`config.mk`:
```
export PLATFORM = sky130hd
export DESIGN_NAME = placement_cost_evaluator
export DESIGN_NICKNAME = d
export VERILOG_FILES = /design/src/rtl/placement_pkg.sv /design/src/rtl/placement_cost_evaluator_edge_cost.sv /design/src/rtl/placement_cost_evaluator.sv
export SDC_FILE = /design/constraint.sdc
export NUM_CORES = 1
export LEC_CHECK = 0
export ABC_AREA = 0
export CORE_ASPECT_RATIO = 1.1
export CORE_MARGIN = 3
export CORE_UTILIZATION = 40
export DETAILED_ROUTE_END_ITERATION = 10
export DONT_BUFFER_PORTS = 1
export GPL_TIMING_DRIVEN = 0
export PLACE_DENSITY = 0.57
export SYNTH_ARGS = -nofsm -noshare
export SYNTH_HDL_FRONTEND = slang
export SYNTH_HIERARCHICAL = 1
export SYNTH_SLANG_ARGS = --single-unit
```
`constraint.sdc`:
```
create_clock -name clk -period 15.2 [get_ports clk]
set_input_delay 2.28 -clock clk [delete_from_list [all_inputs] [get_ports clk]]
set_output_delay 2.28 -clock clk [all_outputs]
set_load 0.01 [all_outputs]
```
`src/rtl/placement_pkg.sv`:
```
// Shared placement definitions: evaluator FSM encoding, unplaced-node marker and default sizes.
// Used by the placer and the read-side cost evaluator.
package placement_pkg;

  localparam int DEF_W      = 32;
  localparam int DEF_GRID_N = 12;
  localparam int DEF_N_EDGE = 142;

  localparam logic signed [DEF_W-1:0] NO_POS = -1;

  typedef enum logic [2:0] {
    ST_IDLE,
    ST_EDGE,
    ST_POSA,
    ST_POSB,
    ST_CALC,
    ST_ACC,
    ST_DONE
  } state_e;

endpackage

```
`src/rtl/placement_cost_evaluator_edge_cost.sv`:
```
// Combinational per-edge metrics: Manhattan deltas, full and 1-hop length, and on-grid validity.
// Arithmetic wraps modulo 2^W.
module edge_cost
  import placement_pkg::*;
#(
  parameter int W      = DEF_W,
  parameter int GRID_N = DEF_GRID_N
) (
  input  logic signed [W-1:0] ax,
  input  logic signed [W-1:0] ay,
  input  logic signed [W-1:0] bx,
  input  logic signed [W-1:0] by,
  output logic signed [W-1:0] dx,
  output logic signed [W-1:0] dy,
  output logic        [W-1:0] len,
  output logic signed [W-1:0] len_1hop,
  output logic                valid
);

  localparam logic signed [W-1:0] GRID_LIM = W'(GRID_N);
  localparam logic signed [W-1:0] UNPLACED = W'(NO_POS);
  localparam logic signed [W-1:0] ONE      = W'(1);

  function automatic logic signed [W-1:0] abs_w(input logic signed [W-1:0] v);
    return v[W-1] ? -v : v;
  endfunction

  function automatic logic on_grid(input logic signed [W-1:0] v);
    return (v != UNPLACED) && !v[W-1] && (v < GRID_LIM);
  endfunction

  assign dx  = abs_w(ax - bx);
  assign dy  = abs_w(ay - by);
  assign len = dx + dy;

  // ceil(d/2) for non-negative d is (d>>1) plus its low bit
  assign len_1hop = (dx >> 1) + W'(dx[0]) + (dy >> 1) + W'(dy[0]) - ONE;

  assign valid = on_grid(ax) && on_grid(ay) && on_grid(bx) && on_grid(by);

endmodule

```
`src/rtl/placement_cost_evaluator.sv`:
```
// Walks edge and position memories after placement, accumulating wirelength, 1-hop cost,
// longest edge and a count of edges touching unplaced/off-grid nodes. 5 cycles per edge.
module placement_cost_evaluator
  import placement_pkg::*;
#(
  parameter int N_EDGE = DEF_N_EDGE,
  parameter int GRID_N = DEF_GRID_N,
  parameter int W      = DEF_W
) (
  input  logic                clk,
  input  logic                reset,
  input  logic                start,
  output logic                busy,
  output logic                done,
  output logic                edge_re,
  output logic        [W-1:0] edge_addr,
  input  logic signed [W-1:0] edge_a,
  input  logic signed [W-1:0] edge_b,
  output logic                pos_re,
  output logic        [W-1:0] pos_addr,
  input  logic signed [W-1:0] pos_x,
  input  logic signed [W-1:0] pos_y,
  output logic signed [W-1:0] cost,
  output logic signed [W-1:0] cost_1hop,
  output logic        [W-1:0] max_len,
  output logic        [W-1:0] bad_cnt
);

  localparam logic [W-1:0]        LAST_IDX = W'(N_EDGE - 1);
  localparam logic signed [W-1:0] ONE      = W'(1);

  state_e state_q, state_d;

  logic        [W-1:0] i_q, i_d;
  logic signed [W-1:0] b_q, b_d;
  logic signed [W-1:0] ax_q, ax_d;
  logic signed [W-1:0] ay_q, ay_d;
  logic        [W-1:0] len_q, len_d;
  logic signed [W-1:0] len1_q, len1_d;
  logic                valid_q, valid_d;
  logic signed [W-1:0] cost_q, cost_d;
  logic signed [W-1:0] cost1_q, cost1_d;
  logic        [W-1:0] max_q, max_d;
  logic        [W-1:0] bad_q, bad_d;

  logic signed [W-1:0] ec_dx, ec_dy, ec_len1;
  logic        [W-1:0] ec_len;
  logic                ec_valid;

  // In CALC the B-node position is still held on pos_x/pos_y from the POSB read
  edge_cost #(
    .W      (W),
    .GRID_N (GRID_N)
  ) u_edge_cost (
    .ax       (ax_q),
    .ay       (ay_q),
    .bx       (pos_x),
    .by       (pos_y),
    .dx       (ec_dx),
    .dy       (ec_dy),
    .len      (ec_len),
    .len_1hop (ec_len1),
    .valid    (ec_valid)
  );

  always_ff @(posedge clk or posedge reset) begin
    if (reset) begin
      state_q <= ST_IDLE;
      i_q     <= '0;
      b_q     <= '0;
      ax_q    <= '0;
      ay_q    <= '0;
      len_q   <= '0;
      len1_q  <= '0;
      valid_q <= 1'b0;
      cost_q  <= '0;
      cost1_q <= '0;
      max_q   <= '0;
      bad_q   <= '0;
    end else begin
      state_q <= state_d;
      i_q     <= i_d;
      b_q     <= b_d;
      ax_q    <= ax_d;
      ay_q    <= ay_d;
      len_q   <= len_d;
      len1_q  <= len1_d;
      valid_q <= valid_d;
      cost_q  <= cost_d;
      cost1_q <= cost1_d;
      max_q   <= max_d;
      bad_q   <= bad_d;
    end
  end

  always_comb begin
    state_d   = state_q;
    i_d       = i_q;
    b_d       = b_q;
    ax_d      = ax_q;
    ay_d      = ay_q;
    len_d     = len_q;
    len1_d    = len1_q;
    valid_d   = valid_q;
    cost_d    = cost_q;
    cost1_d   = cost1_q;
    max_d     = max_q;
    bad_d     = bad_q;
    busy      = 1'b0;
    done      = 1'b0;
    edge_re   = 1'b0;
    edge_addr = '0;
    pos_re    = 1'b0;
    pos_addr  = '0;

    case (state_q)
      ST_IDLE: begin
        if (start) begin
          cost_d  = '0;
          cost1_d = '0;
          max_d   = '0;
          bad_d   = '0;
          i_d     = '0;
          state_d = (N_EDGE == 0) ? ST_DONE : ST_EDGE;
        end
      end
      ST_EDGE: begin
        busy      = 1'b1;
        edge_re   = 1'b1;
        edge_addr = i_q;
        state_d   = ST_POSA;
      end
      ST_POSA: begin
        busy     = 1'b1;
        b_d      = edge_b;
        pos_re   = 1'b1;
        pos_addr = edge_a;
        state_d  = ST_POSB;
      end
      ST_POSB: begin
        busy     = 1'b1;
        ax_d     = pos_x;
        ay_d     = pos_y;
        pos_re   = 1'b1;
        pos_addr = b_q;
        state_d  = ST_CALC;
      end
      ST_CALC: begin
        busy    = 1'b1;
        len_d   = ec_len;
        len1_d  = ec_len1;
        valid_d = ec_valid;
        state_d = ST_ACC;
      end
      ST_ACC: begin
        busy = 1'b1;
        if (valid_q) begin
          cost_d  = cost_q + $signed(len_q) - ONE;
          cost1_d = cost1_q + len1_q;
          if (len_q > max_q) max_d = len_q;
        end else begin
          bad_d = bad_q + W'(1);
        end
        i_d     = i_q + W'(1);
        state_d = (i_q == LAST_IDX) ? ST_DONE : ST_EDGE;
      end
      ST_DONE: begin
        done    = 1'b1;
        state_d = ST_IDLE;
      end
      default: state_d = ST_IDLE;
    endcase
  end

  assign cost      = cost_q;
  assign cost_1hop = cost1_q;
  assign max_len   = max_q;
  assign bad_cnt   = bad_q;

endmodule
```
==> impl_results.md <==
* H-tree depth at 2
* Fraction of the cycle the final worst path needs at 63.8%
* Syn_area_per_cell at 8.51 um2
* Final Hold Fails at 0
* GP Congestion at 0.870
* Setup_tns at 0 ns
* Rows at 100
* CTS tree: yes
* Slew at the pin closest to its max-slew limit at 1.16 ns
* Full die area at 0.0723 mm2
* Detailed Place HPWL at 65.1 mm
* Die width at 257 um
* Hold slack at 0.502 ns
* I/O pin total at 327
* RSZ-0062 raised after global routing: no
* Via density at 5.35
* Max transition margin at 21.7%
* Delay of the slowest cell on the worst path at 0.64 ns
* Share of layout cells above drive strength 1 at 7.64%
* Worst Skew at 0.0209 ns
* Vias in the first global route at 21,839
* Initial antenna violation count at 0
* Post-Syn Nets at 3,669
* TritonCTS buffer count at 40
* Initial core utilization at 40.6%
* Mapped cell area at 0.0277 mm2
* Total gr overflow at 0
* Root Buffer: clkbuf_16
* # diodes at 0
* Fin util at 44.7%
* CP max FO at 9
* First-pass DRT Iterations at 5
* Crit path top cell by count: o21ai_0
* # DRC at 0
* Syn Inst Count at 3,248
* Period minus WS final at 9.70 ns
* Hold buffers post-CTS at 0
* Pin count of the biggest net entering global routing at 118
* Final ANT Viol Nets at 0
* CTS resizes at 0
* Worst-path clk slew at 0.06 ns
* P&R area growth vs syn at 9.93%
* First-pass GRT wire length at 123 mm
* GRT Util Overall at 21.4%
* Height of the die at 282 um
* Vias at 22,698
* CP endpoint kind: flip-flop
* # Max-Cap Violations at 0
* Fillers at 6,822
* Worst setup SP type: primary input
* Max-slew violation count at 0
* Status: finished clean
* WL/cell at 18.8 um
* Clk_lat worst skew at 0.58 ns
* CP max stage cell: o311ai_0
* Synthesis Warnings at 6
* Setup bufs post-CTS at 0
* Final nets at 3,714
* Core box area at 0.0681 mm2
* # setup viols final at 0
* Crit path arrival time at 10.20 ns
* Post-Route WL at 80.0 mm
* Hold Path Class: flip-flop to flip-flop
* Clk buf depth at 3
* # port buffers at 0
* CP required at 15.71 ns
* Peak Freq at 0.103 GHz
* Initial drt markers at 1,094
* Setup CP Type: primary input to flip-flop
* Clock sinks at 324
critical path, delay by kind of cell:
family | cells | cell delay (ns)
buf+inv | 4 | 1.20
compound gates | 17 | 5.10
simple gates | 7 | 1.07
fa+ha+maj | 2 | 0.56
per-layer routing:
metal / track usage, % / routed length [um] / vias up
li1: - / - / 11458
met4: 6.15 / 2150 / 0
met3: 4.29 / 4490 / 96
met2: 37.1 / 38300 / 467
met1: 27.0 / 35000 / 10677
met5: 0 / 0 / -
stage by stage:
step / setup slack [ns] / instance area (um2) / cells
3_3_place_gp: -0.275 / 28800 / 4166
2_1_floorplan: 3.95 / 27700 / 3248
4_1_cts: 5.61 / 30400 / 4243
5_1_grt: 4.90 / 30400 / 4243
6_report: 5.50 / 30400 / 4243
3_5_place_dp: 5.00 / 28900 / 4169
final timing paths:
kind	from	to	slack, ns	cells past startpoint
max in group asynchronous	reset	bad_cnt[8]	11.91	4
setup / recovery	pos_y[8]	len_q[29]	5.50	30
min in group asynchronous	reset	ax_q[0]	1.59	1
setup reg to reg	ay_q[8]	len_q[29]	6.82	29
hold / removal	ay_q[0]	ay_q[0]	0.50	1
hold reg to reg	ay_q[0]	ay_q[0]	0.50	1
cell type report:
class	count	area (um2)	share of cell area (%)
Sequential cell	324	8110	26.7
Tap cell	918	1150	3.78
Multi-Input combinational cell	2482	17900	58.7
Buffer	108	437	1.44
Inverter	334	1260	4.15
Timing Repair Buffer	3	82.6	0.272
Clock buffer	55	1170	3.84
Clock inverter	19	339	1.12
placed cells by master (no fill, tap or decap), types with 12 or more instances in the layout:
cell and instances:
clkbuf_16 40, nand3_1 57, nand2b_1 28, inv_1 333, or3_1 20, or2_2 12
o21a_1 22, mux2_2 131, xor2_1 134, a31oi_1 29, o31ai_1 29, a21oi_1 192
nor2_1 193, dfrtp_1 324, nor3_1 44, a211oi_1 22, nand2_1 325, nand4_1 47
nor4_1 45, o21ai_0 226, o21bai_1 27, nor3b_1 12, ha_1 283, and3_1 26
mux2i_1 74, nor2b_1 19, clkbuf_1 97, xnor2_1 163, o211ai_1 20, and2_1 53
a21o_1 92
Power is not shown: default switching activity piles up to over one toggle a cycle in this logic, so the estimate is an artifact.
